$ cat src/rtl/uart_rx_ext_pkg.sv
// Shared definitions for the uart_rx_ext receiver: FSM states, parity and
// stop-bit codes, minimum data-field width and config normalisation helpers.
package uart_rx_ext_pkg;

   typedef enum logic [2:0] {
      ST_IDLE,
      ST_START,
      ST_DATA,
      ST_PARITY,
      ST_STOP,
      ST_BREAK
   } state_t;

   localparam logic [2:0] PAR_NONE  = 3'd0;
   localparam logic [2:0] PAR_EVEN  = 3'd1;
   localparam logic [2:0] PAR_ODD   = 3'd2;
   localparam logic [2:0] PAR_MARK  = 3'd3;
   localparam logic [2:0] PAR_SPACE = 3'd4;

   localparam logic [1:0] STOP_ONE      = 2'd0;
   localparam logic [1:0] STOP_ONE_HALF = 2'd1;
   localparam logic [1:0] STOP_TWO      = 2'd2;

   localparam logic [3:0] DBIT_MIN = 4'd5;

   // Requested data width forced into DBIT_MIN..max_bits.
   function automatic logic [3:0] clamp_bits(input logic [3:0] req, input logic [3:0] max_bits);
      if (req < DBIT_MIN) return DBIT_MIN;
      if (req > max_bits) return max_bits;
      return req;
   endfunction

   // Unused parity codes behave as "no parity".
   function automatic logic [2:0] norm_parity(input logic [2:0] mode);
      return (mode > PAR_SPACE) ? PAR_NONE : mode;
   endfunction

endpackage

$ cat src/rtl/uart_rx_sampler.sv
// Line front end: 2-flop synchroniser (idle-high reset), 3-sample centre
// window and majority vote. Optional UART_RX_NOISE_EN adds the disagreement
// flag used for noise reporting.
module uart_rx_sampler #(
   parameter int unsigned OVS = 16,
   parameter int unsigned SW  = $clog2(OVS)
) (
   input  logic          clk,
   input  logic          reset_n,
   input  logic          rx,
   input  logic          s_tick,
   input  logic [SW-1:0] s,
   output logic          rxs,
`ifdef UART_RX_NOISE_EN
   output logic          disagree,
`endif
   output logic          vote
);

   localparam logic [SW-1:0] S_FIRST = SW'(OVS/2 - 1);
   localparam logic [SW-1:0] S_MID   = SW'(OVS/2);

   logic       sync1, sync2;
   logic [1:0] win;

   // Synchronise the asynchronous line; reset to idle so no false start.
   always_ff @(posedge clk or negedge reset_n) begin
      if (!reset_n) begin
         sync1 <= 1'b1;
         sync2 <= 1'b1;
      end else begin
         sync1 <= rx;
         sync2 <= sync1;
      end
   end

   assign rxs = sync2;

   // Hold the first two centre samples; the third is the live rxs at decision.
   always_ff @(posedge clk or negedge reset_n) begin
      if (!reset_n) begin
         win <= '1;
      end else if (s_tick && (s == S_FIRST || s == S_MID)) begin
         win <= {win[0], rxs};
      end
   end

   // Majority of the three samples, valid on the tick where s = OVS/2+1.
   always_comb begin
      vote = (win[1] & win[0]) | (win[1] & rxs) | (win[0] & rxs);
`ifdef UART_RX_NOISE_EN
      disagree = !((win[1] == win[0]) && (win[0] == rxs));
`endif
   end

endmodule

$ cat src/rtl/uart_rx_ext.sv
// Configurable UART receiver: 5..DBIT_MAX data bits, none/even/odd/mark/space
// parity, 1/1.5/2 stop bits, majority voting, false-start and break detection,
// valid/ready output register with sticky overrun.
// Optional macro UART_RX_NOISE_EN adds the noise_flag output.
module uart_rx_ext
   import uart_rx_ext_pkg::*;
#(
   parameter int unsigned DBIT_MAX = 9,
   parameter int unsigned OVS      = 16
) (
   input  logic                clk,
   input  logic                reset_n,
   input  logic                rx,
   input  logic                s_tick,
   input  logic [3:0]          data_bits,
   input  logic [2:0]          parity_mode,
   input  logic [1:0]          stop_bits,
   output logic [DBIT_MAX-1:0] dout,
   output logic                dout_valid,
   input  logic                dout_ready,
   output logic                parity_error,
   output logic                frame_error,
   output logic                break_det,
   output logic                overrun,
   input  logic                err_clr
`ifdef UART_RX_NOISE_EN
   ,
   output logic                noise_flag
`endif
);

   localparam int unsigned   SW     = $clog2(OVS);
   localparam logic [SW-1:0] S_DEC  = SW'(OVS/2 + 1);
   localparam logic [SW-1:0] S_LAST = SW'(OVS - 1);

   state_t              state, state_nx;
   logic [SW-1:0]       s;
   logic [3:0]          n, nb;
   logic [2:0]          pmode;
   logic                two_stop, stop2;
   logic [DBIT_MAX-1:0] b;
   logic                perr, ferr, all_zero;
   logic                rxs, vote;
   logic                decide, bit_end, final_stop, ferr_final;
   logic                start_frame, complete, brk, load;
`ifdef UART_RX_NOISE_EN
   logic                disagree, noise;
`endif

   uart_rx_sampler #(.OVS(OVS), .SW(SW)) u_sampler (
      .clk      (clk),
      .reset_n  (reset_n),
      .rx       (rx),
      .s_tick   (s_tick),
      .s        (s),
      .rxs      (rxs),
`ifdef UART_RX_NOISE_EN
      .disagree (disagree),
`endif
      .vote     (vote)
   );

   // State register.
   always_ff @(posedge clk or negedge reset_n) begin
      if (!reset_n) state <= ST_IDLE;
      else          state <= state_nx;
   end

   // Next state and per-clk frame strobes.
   always_comb begin
      state_nx    = state;
      start_frame = 1'b0;
      complete    = 1'b0;
      brk         = 1'b0;
      decide      = s_tick && (s == S_DEC);
      bit_end     = s_tick && (s == S_LAST);
      final_stop  = decide && (stop2 || !two_stop);
      ferr_final  = stop2 ? (ferr | ~vote) : ~vote;
      case (state)
         ST_IDLE: if (!rxs) begin
            state_nx    = ST_START;
            start_frame = 1'b1;
         end
         ST_START: begin
            if (decide && vote) state_nx = ST_IDLE;
            else if (bit_end)   state_nx = ST_DATA;
         end
         ST_DATA: if (bit_end && n == nb - 4'd1) begin
            state_nx = (pmode == PAR_NONE) ? ST_STOP : ST_PARITY;
         end
         ST_PARITY: if (bit_end) state_nx = ST_STOP;
         ST_STOP: if (final_stop) begin
            if (all_zero && !vote) begin
               brk      = 1'b1;
               state_nx = ST_BREAK;
            end else begin
               complete = 1'b1;
               state_nx = ST_IDLE;
            end
         end
         ST_BREAK: if (rxs) state_nx = ST_IDLE;
         default: state_nx = ST_IDLE;
      endcase
      load = complete && (!dout_valid || dout_ready);
   end

   // Frame datapath: tick counter, bit index, config latch, shift-in and checks.
   always_ff @(posedge clk or negedge reset_n) begin
      if (!reset_n) begin
         s        <= '0;
         n        <= '0;
         nb       <= '0;
         pmode    <= '0;
         two_stop <= 1'b0;
         stop2    <= 1'b0;
         b        <= '0;
         perr     <= 1'b0;
         ferr     <= 1'b0;
         all_zero <= 1'b0;
`ifdef UART_RX_NOISE_EN
         noise    <= 1'b0;
`endif
      end else if (start_frame) begin
         s        <= '0;
         n        <= '0;
         nb       <= clamp_bits(data_bits, 4'(DBIT_MAX));
         pmode    <= norm_parity(parity_mode);
         two_stop <= (stop_bits >= STOP_TWO);
         stop2    <= 1'b0;
         b        <= '0;
         perr     <= 1'b0;
         ferr     <= 1'b0;
         all_zero <= 1'b1;
`ifdef UART_RX_NOISE_EN
         noise    <= 1'b0;
`endif
      end else if (s_tick && state inside {ST_START, ST_DATA, ST_PARITY, ST_STOP}) begin
         s <= (s == S_LAST) ? '0 : s + 1'b1;
         if (decide && state != ST_START) all_zero <= all_zero & ~vote;
`ifdef UART_RX_NOISE_EN
         if (decide) noise <= noise | disagree;
`endif
         case (state)
            ST_DATA: begin
               if (decide) begin
                  for (int unsigned i = 0; i < DBIT_MAX; i++) begin
                     if (n == 4'(i)) b[i] <= vote;
                  end
               end
               if (bit_end) n <= n + 4'd1;
            end
            ST_PARITY: if (decide) begin
               case (pmode)
                  PAR_EVEN:  perr <= ^b ^ vote;
                  PAR_ODD:   perr <= ~(^b ^ vote);
                  PAR_MARK:  perr <= ~vote;
                  PAR_SPACE: perr <= vote;
                  default:   perr <= 1'b0;
               endcase
            end
            ST_STOP: begin
               if (decide)  ferr  <= ferr_final;
               if (bit_end) stop2 <= 1'b1;
            end
            default: ;
         endcase
      end
   end

   // Output register, handshake, break reporting and sticky overrun.
   always_ff @(posedge clk or negedge reset_n) begin
      if (!reset_n) begin
         dout         <= '0;
         dout_valid   <= 1'b0;
         parity_error <= 1'b0;
         frame_error  <= 1'b0;
         break_det    <= 1'b0;
         overrun      <= 1'b0;
`ifdef UART_RX_NOISE_EN
         noise_flag   <= 1'b0;
`endif
      end else begin
         break_det <= brk;
         if (load) begin
            dout         <= b;
            parity_error <= perr;
            frame_error  <= ferr_final;
            dout_valid   <= 1'b1;
`ifdef UART_RX_NOISE_EN
            noise_flag   <= noise | disagree;
`endif
         end else if (dout_valid && dout_ready) begin
            dout_valid <= 1'b0;
         end
         if (brk) frame_error <= 1'b1;
         if (complete && !load) overrun <= 1'b1;
         else if (err_clr)      overrun <= 1'b0;
      end
   end

endmodule

$ cat config.mk
export PLATFORM = sky130hd
export DESIGN_NAME = uart_rx_ext
export DESIGN_NICKNAME = d
export VERILOG_FILES = /design/src/rtl/uart_rx_ext_pkg.sv /design/src/rtl/uart_rx_sampler.sv /design/src/rtl/uart_rx_ext.sv
export SDC_FILE = /design/constraint.sdc
export NUM_CORES = 1
export LEC_CHECK = 0
export CORE_ASPECT_RATIO = 0.8
export CORE_MARGIN = 1.5
export CORE_UTILIZATION = 50
export DETAILED_ROUTE_END_ITERATION = 6
export PLACE_DENSITY = 0.72
export SYNTH_ARGS = -nofsm -noshare
export SYNTH_HDL_FRONTEND = slang
export SYNTH_SLANG_ARGS = --single-unit
$ cat constraint.sdc
create_clock -name clk -period 2.5 [get_ports clk]
set_clock_uncertainty 0.15 [all_clocks]
set_input_delay 0.5 -clock clk [delete_from_list [all_inputs] [get_ports clk]]
set_output_delay 0.5 -clock clk [all_outputs]
set_load 0.02 [all_outputs]
## Word level (Yosys, flattened, before mapping)

Index checks and enable logic that the tools add are counted.

| storage, ports and cells | value |
|---|---|
| output and inout port bits | 14 |
| register bits | 50 |
| input bits | 15 |
| logic and storage cells | 203 |

| operators by class | value |
|---|---|
| reductions and logical operators | 58 |
| eq/ne operators | 29 |
| add/sub/neg operators | 3 |
| order comparisons | 4 |
| bitwise logic cells | 10 |
| multiplexer cells | 71 |

Operator list:

| kind | number |
|---|---|
| $mux 1 | 44 |
| $mux 4 | 11 |
| $reduce_bool 2->1 | 19 |
| $mux 9 | 4 |
| $reduce_and 4->1 | 9 |
| $mux 3 | 10 |
| $eq 4x3->1 const B | 5 |
| $pmux 3 s6 | 1 |
| $eq 4x4->1 const B | 4 |
| $eq 3x2->1 const B | 4 |
| $logic_and 1x1->1 | 12 |
| $reduce_and 3->1 | 4 |
| $eq 3x3->1 const B | 3 |
| $reduce_xor 9->1 | 1 |
| $add 4x1->4 const B | 2 |
| $eq 4x2->1 const B | 2 |
| $ne 2x2->1 const B | 4 |
| $eq 3x1->1 const B | 2 |
| $logic_not 3->1 | 2 |
| $reduce_and 6->1 | 1 |
| $and 1x1->1 | 4 |
| $eq 4x1->1 const B | 1 |
| $eq 4x4->1 | 1 |
| $gt 4x4->1 const B | 1 |
| other kinds (16) | 24 |

## Depth between registers and ports, before layout

Gate-level depths: netlist of run 1.

| logic depth | value |
|---|---|
| depth in word-level cells | 12 |
| gate-level depth with buffers | 8 |
| gate-level depth less buffers | 7 |

## Modules after synthesis

A second synthesis of run 1 with hierarchy kept.

| unflattened totals | value |
|---|---|
| cell total of the unflattened synthesis | 257 |
| area, all modules | 2677.6 µm² |

By module, submodules not included:

| module | cells each | area each (µm²) | sequential area each (µm²) | times used |
|---|---|---|---|---|
| uart_rx_ext | 247 | 2509.9 | 1151.1 | 1 |
| uart_rx_sampler | 10 | 167.7 | 105.1 | 1 |

## Least setup slack after synthesis of run 1

No wires, ideal clock.

| path | value |
|---|---|
| path kind | flip-flop to flip-flop |
| from | register s[1] |
| to | register dout[0] |
| clock period less this slack | 2032 ps |
| setup slack | 468 ps |
| path buffers | 1 |
| cell stages (with the launch flop) | 8 |
| setup time | 128 ps |
| arrival time | 1754 ps |
| data required time | 2222 ps |
| cell sequence | dfrtp_1 inv_1 ha_1 and4b_1 o2111ai_2 nor2b_1 buf_2 mux2_1 |

| on the way | value |
|---|---|
| longest elaborated chain between the ends | 6 |

Ends and longest elaborated chain:

| element | line | RTL |
|---|---|---|
| from (decl) | uart_rx_ext.sv:37 | `logic [SW-1:0] s;` |
| from (signal assigned) | uart_rx_ext.sv:138 | `s <= (s == S_LAST) ? '0 : s + 1'b1;` |
| $eq 4x4->1 | uart_rx_ext.sv:75 | `decide = s_tick && (s == S_DEC);` |
| $logic_and 1x1->1 | uart_rx_ext.sv:75 |  |
| $logic_and 1x1->1 | uart_rx_ext.sv:77 | `final_stop = decide && (stop2 \|\| !two_stop);` |
| $mux 1 | uart_rx_ext.sv:92 | `ST_STOP: if (final_stop) begin` |
| $mux 1 | uart_rx_ext.sv:79 | `case (state)` |
| $logic_and 1x1->1 | uart_rx_ext.sv:104 | `load = complete && (!dout_valid \|\| dout_ready);` |
| to (signal assigned) | uart_rx_ext.sv:173 | `dout <= '0;` |
| to (signal assigned) | uart_rx_ext.sv:185 | `dout <= b;` |
| to (decl) | uart_rx_ext.sv:18 | `output logic [DBIT_MAX-1:0] dout,` |

Every way passes these cells.
A chain may end at the register's enable or synchronous reset.

## Worst setup path after layout of run 1

| path | value |
|---|---|
| from | register state[2] |
| to | register s[3] |

| on the way | value |
|---|---|
| longest elaborated chain between the ends | 4 |
| elaborated cells between the ends (all ways) | 10 |
| those cells by class | 4 x eq/ne; 2 x mux; 4 x reduce/logical |

Ends and longest elaborated chain:

| element | line | RTL |
|---|---|---|
| from (decl) | uart_rx_ext.sv:36 | `state_t state, state_nx;` |
| from (signal assigned) | uart_rx_ext.sv:66 | `else state <= state_nx;` |
| $eq 3x1->1 (tied with other cells) | uart_rx_ext.sv:137 | `end else if (s_tick && state inside {ST_START, ST_DATA, ST_PARITY, ST_STOP}) begin` |
| $reduce_bool 4->1 | uart_rx_ext.sv:137 |  |
| $logic_and 1x1->1 | uart_rx_ext.sv:137 |  |
| $reduce_bool 2->1 (no source line) | - |  |

Several ways; a longest one is shown, not always the timed one.

==> results_dict.tcl, run 1 <==
set metrics [dict create \
    synth_edf_count 0 \
    max_slew.worst_pin.slew_ns 0.5448 \
    ys_seq_area_share_pct 48.04 \
    core_um2 5036 \
    power.density_nw_per_um2 821.7 \
    path_buf_inv 0 \
    diodes 0 \
    hold_viol 0 \
    ios 29 \
    slew_headroom_pct 63.68 \
    cp.arrival_ns 2.28 \
    synth_cell_types 47 \
    finalCriticalPeriod_ns 2.200 \
    yosys-top-cells-area "dfrtp_1 44%, nand2_1 5.6%, mux2_1 5.2%, dfstp_2 4.0%, ha_1 3.8%" \
    synth_top_area_cell "dfrtp_1" \
    ant_nets 0 \
    antenna_found_initial 0 \
    r2r_cells 5 \
    clock_sinks 50 \
    end_kind "flip-flop" \
    dp_hpwl_mm 3.542 \
    wl_mm 4.921 \
    status "complete, no violations" \
    setup_slack_ns 0.2997 \
    drv_slew 0 \
    place.gp.congestion 0.8222 \
    synth_common_cells "46 x dfrtp_1, 39 x nand2_1, 19 x nor2_1" \
    start_util_pct 51.93 \
    critPathLaunchType "flip-flop" \
    setup_viol 0 \
    reg2reg_from "state[2]$_DFFE_PN0P_" \
    tritoncts "built" \
    rrSetupSlack_ns 0.30 \
    drtIter0Drc 87 \
    dieArea_um2 5676 \
    maxCapViolCount 0 \
    tns_ns 0 \
    cts_resized 0 \
    min_path_type "in -> async" \
    pre_cts_ws_ns 0.03341 \
    wire_per_inst_um 13.98 \
    grt_pass1_wl_mm 8.604 \
    syn-num-nets 279 \
    drive_gt1_share_pct 11.38 \
    root_buffer "clkbuf_8" \
    vdd_drop_max_v 0.0005688 \
    rows 23 \
    yosys_warnings 0 \
    cts.clk_slew.worst_paths_ns 0.10 \
    drt_first_pass_iters 4 \
    netlist.area_leader.share_pct 44.02 \
    synth_area_um2 2615 \
    track_usage_pct 19.39 \
    max_stage_delay_ns 0.56 \
    path_max_fanout 12 \
    cts_max_path_buffers 2 \
    synth_seq_cells 50 \
    grt_pass1_vias 1724 \
    grt_overflow 0 \
    yosysMostFrequentCell "dfrtp_1" \
    syn_inst 256 \
    die_y_um 67.69 \
    port_buffers 27 \
    path_delay_family "simple AND/OR/NAND/NOR gates" \
    syn2layout_area_growth_pct 20.14 \
    async_reset_ff_share_pct 100.0 \
    cpMaxStageDelayCell "dfrtp_1" \
    fin_crit_sh_pct 88.01 \
    cts_inserted_buffers 5 \
    cts_setup_buffers 0 \
    vias 1893 \
    crit_required_ns 2.58 \
    clk_latency_ns 0.30 \
    rsz0062_at_grt "false" \
    synth.avg_cell_area_um2 10.21 \
    via_per_inst 5.378 \
    crit_path_cell_trace "or3b_1 -> a21boi_4 -> nand2_1 -> or4_1 -> a21oi_1" \
    path_class "reg -> reg" \
    cts_hold_buf 0 \
    fillers 436 \
    drc_errors 0 \
    timing.rr.end "s[3]$_DFFE_PN0P_" \
    leakage_nw 1.410 \
    fin_nets 312 \
    die_w_um 83.86 \
    max_freq_ghz 0.4545 \
    synth_flop_cell "dfrtp_1" \
    grt_max_degree 29 \
    htreeDepth 2 \
]
==> worst max path at each step <==
stage                              start                  end  depth (start not counted)  slack, ns
global placement                  s_tick  dout[4]$_DFFE_PN0P_                          6       0.04
floorplan               s[1]$_DFFE_PN0P_  dout[0]$_DFFE_PN0P_                          7       0.47
finish              state[2]$_DFFE_PN0P_     s[3]$_DFFE_PN0P_                          5       0.30
CTS                 state[0]$_DFFE_PN0P_     s[3]$_DFFE_PN0P_                          5       0.32
global route            s[1]$_DFFE_PN0P_  dout[7]$_DFFE_PN0P_                          7       0.15
detailed placement                s_tick  dout[4]$_DFFE_PN0P_                          6       0.03
==> per-layer routing <==
metal	vias to the layer above	GRT usage [%]	wire length, um
met3	2	4.156	173
met5	-	0	0
met1	900	27.77	2572
met4	0	4.918	23
li1	954	-	-
met2	37	30.34	2151
==> logic make-up after synthesis <==
group | Yosys count | share of synthesized area (%)
muxes | 24 | 9.904
and+or+nand+nor | 101 | 19.52
xor gates and xnor gates | 17 | 6.220
DFF | 50 | 48.04
buffers and inverters | 19 | 2.966
adders and majority gates | 9 | 4.258
AOI/OAI and AO/OA | 36 | 9.091
==> cells in the final DEF, fill, tap and decap left out, types with 2 or more instances in the layout <==
cell             synthesis  layout
dfrtp_1                 46      46
nand2_1                 39      39
clkdlybuf4s50_1          0      26
nor2_1                  19      19
a21oi_1                 12      12
mux2_1                  12      12
mux2i_1                  9       9
xnor2_1                  9       9
buf_4                    0       9
inv_1                    8       8
o21ai_0                  8       8
ha_1                     8       8
nand3_1                  7       7
xor2_1                   7       7
nor3_1                   6       6
nor3b_1                  5       5
clkbuf_8                 0       5
nand3b_1                 4       4
dfstp_2                  4       4
nand2b_1                 3       3
nor2b_1                  3       3
o21bai_1                 3       3
mux2_2                   3       3
or3b_1                   2       2
nor4_2                   1       2
or4_1                    2       2
a31oi_1                  2       2
or3_1                    2       2
nand4_1                  2       2
bufinv_16                0       2
==> flip-flops by register name (all words and copies together), names as in the netlist <==
| register | count |
|---|---|
| s | 4 |
| all_zero | 1 |
| pmode | 3 |
| u_sampler.sync1 | 1 |
| ferr | 1 |
| frame_error | 1 |
| state | 3 |
| parity_error | 1 |
| break_det | 1 |
| two_stop | 1 |
| n | 4 |
| u_sampler.win | 2 |
| perr | 1 |
| dout_valid | 1 |
| dout | 9 |
| stop2 | 1 |
| nb | 4 |
| overrun | 1 |
| b | 9 |
| u_sampler.rxs | 1 |
==> cell type report <==
cell class | count | area [um2] | area share, %
multi-input cells | 187 | 1287 | 40.98
repair buffers | 37 | 352.8 | 11.23
clock inverters | 3 | 68.82 | 2.190
well taps | 62 | 77.57 | 2.469
clock buffers | 5 | 68.82 | 2.190
flip-flops and latches | 50 | 1256 | 39.98
inverters | 8 | 30.03 | 0.9558
==> metrics by stage <==
stage / util, % / total power, mW / hold WS [ns] / cells / cell area (um2)
final: 62.39 / 2.581 / 0.01797 / 352 / 3142
after global routing: 62.39 / 2.757 / 0.06129 / 352 / 3142
after CTS: 62.39 / 2.601 / 0.03652 / 352 / 3142
after detailed placement: 59.65 / 1.917 / 0.1972 / 344 / 3004
after global placement: 59.65 / 1.881 / 0.1955 / 344 / 3004
after floorplan: - / 1.690 / 0.05441 / 256 / 2615
==> where the power goes <==
| part | leakage, nW | internal (mW) | switching (mW) |
|---|---|---|---|
| clock | 0.0683 | 0.401 | 0.279 |
| sequential | 0.659 | 0.947 | 0.169 |
| combinational | 0.683 | 0.356 | 0.430 |
Power figures use the tool's default switching activity.
==> run 2: changes to the inputs <==
- CTS_CLUSTER_DIAMETER: not set -> 150
- SLEW_MARGIN: not set -> 20
- clock period: 2.5 -> 2.7 ns (I/O delays scaled with it)
==> run 2 against run 1 <==
  * Cell area down 2.5%
  * Non-clock buffer count is 4 lower
  * Worst hold slack improved by 0.065 ns
  * Critical endpoint is now state[1]$_DFFE_PN0P_
  * Register-to-register slack better by 0.21 ns
  * Cell count down 1.1%
==> results_dict.tcl, run 2 (same netlist as run 1, synthesis figures left out) <==
set metrics [dict create \
    status "complete, no violations" \
    clock_sinks 50 \
    rrSetupSlack_ns 0.51 \
    diodes 0 \
    cts.clk_slew.worst_paths_ns 0.09 \
    slew_headroom_pct 60.91 \
    cp.arrival_ns 2.24 \
    cts_setup_buffers 0 \
    drc_errors 0 \
    antenna_found_initial 0 \
    fin_nets 308 \
    ios 29 \
    core_um2 5036 \
    crit_required_ns 2.73 \
    rows 23 \
    start_util_pct 51.93 \
    dp_hpwl_mm 3.491 \
    via_per_inst 5.339 \
    vias 1858 \
    track_usage_pct 18.50 \
    grt_overflow 0 \
    tritoncts "built" \
    crit_path_cell_trace "clkdlybuf4s50_1 -> and4b_1 -> nand2_1 -> nor3b_1 -> o211ai_1 -> mux2_1" \
    seqCellArea_um2 1256 \
    path_class "in -> reg" \
    grt_pass1_wl_mm 8.217 \
    timing.hold.ws_ns 0.08334 \
    die_w_um 83.86 \
    fin_crit_sh_pct 82.00 \
    largestRegisters "b: 9 flops, dout: 9 flops" \
    finalCriticalPeriod_ns 2.214 \
    clk_latency_ns 0.29 \
    cts_inserted_buffers 5 \
    grt_pass1_vias 1687 \
    rsz0062_at_grt "false" \
    final_common_cell "dfrtp_1" \
    max_freq_ghz 0.4517 \
    setup_viol 0 \
    ant_nets 0 \
    path_buf_inv 1 \
    cpMaxStageDelayCell "clkdlybuf4s50_1" \
    hold_viol 0 \
    layout_common_cells "46 x dfrtp_1, 39 x nand2_1, 26 x clkdlybuf4s50_1" \
    min_path_type "in -> async" \
    drt_first_pass_iters 4 \
    wire_per_inst_um 13.70 \
    cts_hold_buf 0 \
    dpl.cell_count 340 \
    max_slew.worst_pin.slew_ns 0.5863 \
    path_delay_family "simple AND/OR/NAND/NOR gates" \
    syn2layout_area_growth_pct 17.18 \
    total_power_mw 2.173 \
    stdcell_count 348 \
    cts_resized 0 \
    port_buffers 27 \
    die_y_um 67.69 \
    grt_max_degree 27 \
    dieArea_um2 5676 \
    leakage_nw 1.367 \
    maxCapViolCount 0 \
    max_stage_delay_ns 0.53 \
    reg2reg_from "state[2]$_DFFE_PN0P_" \
    wl_mm 4.766 \
    htreeDepth 2 \
    place.gp.congestion 0.8026 \
    power.density_nw_per_um2 709.2 \
    final_util_pct 60.84 \
    drv_slew 0 \
    fillers 439 \
    cts_max_path_buffers 2 \
    vdd_drop_max_v 0.0004575 \
    startpoint "s_tick" \
    path_max_fanout 5 \
    drive_gt1_share_pct 9.441 \
    multiInputGateArea_um2 1287 \
    drtIter0Drc 62 \
    end_kind "flip-flop" \
    critPathLaunchType "primary input" \
    root_buffer "clkbuf_8" \
    tns_ns 0 \
]
run 2: cell types whose count changed in the layout (fill, tap and decap cells not counted), sizes merged:
| cell | before | now |
|---|---|---|
| clkinv | 1 | 0 |
| bufinv | 2 | 0 |
| buf | 11 | 7 |
| clkbuf | 5 | 8 |
run 2: area by class of cell:
type / count / share of cell area (%)
Sequential cell: 50 / 41.00
Clock buffer: 8 / 2.940
Timing Repair Buffer: 33 / 10.53
Multi-Input combinational cell: 187 / 42.02
Inverter: 8 / 0.9800
Tap cell: 62 / 2.532
run 2: worst paths after layout:
path	cells past startpoint	endpoint
setup / recovery	6	state[1]$_DFFE_PN0P_
hold / removal	1	dout[0]$_DFFE_PN0P_
setup reg to reg	5	s[3]$_DFFE_PN0P_
hold reg to reg	0	u_sampler.rxs$_DFF_PN1_
max in group asynchronous	2	s[0]$_DFFE_PN0P_
min in group clk	0	u_sampler.rxs$_DFF_PN1_
run 2: per-stage QoR:
step / instance area (um2) / setup WS, ns
5_1_grt: 3064 / 0.3857
3_3_place_gp: 2974 / 0.1595
2_1_floorplan: 2615 / 0.6683
4_1_cts: 3064 / 0.4884
6_report: 3064 / 0.4861
3_5_place_dp: 2974 / 0.1705
run 2: report_power, final:
group          switching, mW  leakage, nW  internal, mW
Clock                  0.230       0.0455         0.209
Sequential             0.163        0.659         0.876
Combinational          0.380        0.662         0.313
Total                  0.774         1.37          1.40
run 2: routing by layer:
layer  part of all wire [%]  track usage, %
met1                     52           25.91
met2                     43           29.23
met3                    4.3           4.401
met4                   0.90           4.918
met5                      0               0
==> run 3: changes to the inputs <==
- PLACE_DENSITY: 0.72 -> 0.75
- clock period: 2.7 -> 1.9 ns (I/O delays scaled with it)
==> run 3 against run 2 <==
  * The flow now finishes with violations (setup timing)
  * Die area stayed put
  * Critical path depth rose by 2
  * Sequential power is 36% higher
  * Routed wire length up 19%
  * Core utilization rose by 11 points
  * Combinational power grew 140%
  * Cell count is 12% higher
  * Critical path type is now reg -> reg
  * Largest cell class unchanged
  * Largest power group is now combinational logic
  * Highest routed layer unchanged
==> results_dict.tcl, run 3 (same netlist as run 1, synthesis figures left out) <==
set metrics [dict create \
    status "finished, violations left" \
    violations "setup timing" \
    maxCapViolCount 0 \
    critPathLaunchType "flip-flop" \
    swShare_pct 35.33 \
    p_sw_mw 1.314 \
    drtIter0Drc 102 \
    port_buffers 27 \
    die_y_um 67.69 \
    clk_latency_ns 0.31 \
    pwr-share-clk_pct 17.5 \
    end_kind "flip-flop" \
    dieArea_um2 5676 \
    vias 2123 \
    seq_power_share_pct 38.0 \
    fin_nets 351 \
    fin_crit_sh_pct 107.0 \
    final_common_cell "dfrtp_1" \
    grt_pass1_vias 1975 \
    setup_slack_ns -0.1337 \
    crit_required_ns 1.94 \
    root_buffer "clkbuf_8" \
    ios 29 \
    slew_headroom_pct 63.38 \
    largestRegisters "b: 9 flops, dout: 9 flops" \
    rsz0062_at_grt "true" \
    path_class "reg -> reg" \
    min_path_type "reg -> reg" \
    comb_power_share_pct 44.6 \
    drc_errors 0 \
    syn2layout_area_growth_pct 38.85 \
    design_area_um2 3631 \
    rows 23 \
    drt_first_pass_iters 5 \
    cts_max_path_buffers 2 \
    htreeDepth 2 \
    leakage_nw 1.640 \
    cts_inserted_buffers 5 \
    max_slew.worst_pin.slew_ns 0.5451 \
    grt_overflow 0 \
    place_area_um2 3313 \
    path_max_fanout 5 \
    drv_slew 0 \
    place.gp.congestion 0.8174 \
    dp_hpwl_mm 4.082 \
    intPower_mw 2.405 \
    max_freq_ghz 0.4917 \
    core_um2 5036 \
    drive_gt1_share_pct 33.13 \
    hold_viol 0 \
    layout_common_cells "45 x dfrtp_1, 41 x buf_4, 32 x nand2_1" \
    track_usage_pct 21.03 \
    pre_cts_ws_ns -0.4340 \
    diodes 0 \
    cp.arrival_ns 2.08 \
    wl_mm 5.658 \
    grt_max_degree 32 \
    antenna_found_initial 0 \
    clock_sinks 50 \
    ant_nets 0 \
    tritoncts "built" \
    start_util_pct 51.93 \
    cts.clk_slew.worst_paths_ns 0.09 \
    vdd_drop_max_v 0.0007187 \
    die_w_um 83.86 \
    grt_pass1_wl_mm 9.266 \
    setup_viol 20 \
    via_per_inst 5.430 \
    power.density_nw_per_um2 1024 \
    wire_per_inst_um 14.47 \
    finalCriticalPeriod_ns 2.034 \
]
[run 3: cell count changes in the layout (fill, tap and decap cells not counted), moves of 4 or more]
cell | previous run | this run
buf_4 | 5 | 41
mux2_4 | 0 | 13
mux2_1 | 12 | 0
nand2_1 | 39 | 32
nand2_2 | 0 | 7
buf_6 | 0 | 4
[run 3: metrics by stage]
step / utilization [%] / setup TNS [ns] / power [mW] / hold WS [ns] / std cells
floorplan: - / -0.1399 / 2.238 / -0.06559 / 256
global placement: 65.79 / -8.063 / 2.783 / 0.1960 / 377
global route: 72.10 / -3.069 / 3.942 / 0.2174 / 391
finish: 72.10 / -1.176 / 3.719 / 0.2111 / 391
CTS: 68.47 / -0.6889 / 3.511 / 0.2117 / 387
detailed placement: 65.79 / -9.566 / 2.825 / 0.1993 / 377
[run 3: final cells by class]
class | count | area [um2]
sequential | 50 | 1257
timing repair buffer | 76 | 695.7
inverter | 8 | 30.03
fill | 363 | 1405
multi-input combinational | 187 | 1475
tap | 62 | 77.57
clock inverter | 2 | 12.51
clock buffer | 6 | 82.58
[run 3: power groups by stage]
stage	sequential, mW	clock [mW]	combinational [mW]
after floorplan	1.39	0	0.848
after global placement	1.41	0	1.37
after detailed placement	1.42	0	1.40
after CTS	1.41	0.659	1.44
after global routing	1.44	0.700	1.80
final	1.41	0.649	1.66
[run 3: worst paths after layout]
kind / startpoint / end / slack, ns / depth (start not counted)
min in group asynchronous: reset_n / frame_error$_DFFE_PN0P_ / 0.41 / 2
max reg2reg: s[1]$_DFFE_PN0P_ / state[2]$_DFFE_PN0P_ / -0.13 / 8
max: s[1]$_DFFE_PN0P_ / state[2]$_DFFE_PN0P_ / -0.13 / 8
min reg2reg: u_sampler.sync1$_DFF_PN1_ / u_sampler.rxs$_DFF_PN1_ / 0.21 / 0
min: u_sampler.sync1$_DFF_PN1_ / u_sampler.rxs$_DFF_PN1_ / 0.21 / 0
max in group asynchronous: reset_n / u_sampler.rxs$_DFF_PN1_ / 0.58 / 3
[run 3: what timing repair did]
| item | in CTS | in global routing |
|---|---|---|
| setup endpoints to repair | 21 | 29 |
| hold endpoints to repair | 19 | 0 |
| cloned | 0 | 1 |
| pin swaps | 5 | 17 |
| resized for setup | 10 | 30 |
| setup buffers | 1 | 3 |
| hold buffers | 1 | 0 |
[run 3: worst max-delay path, stage by stage, from the launching register on]
cell and delay, ns:
dfrtp_1 0.40, inv_2 0.08, ha_4 0.12, and4b_2 0.31, nand2_2 0.08, nor3b_2 0.17
o211ai_1 0.15, buf_4 0.18, mux2_4 0.29
[run 3: per-layer routing]
metal	up-vias	wire length, um	GRT usage (%)
met5	-	0	0
met4	0	127	9.426
met3	11	198	4.279
met2	47	2689	34.38
met1	1029	2642	27.58
li1	1036	-	-
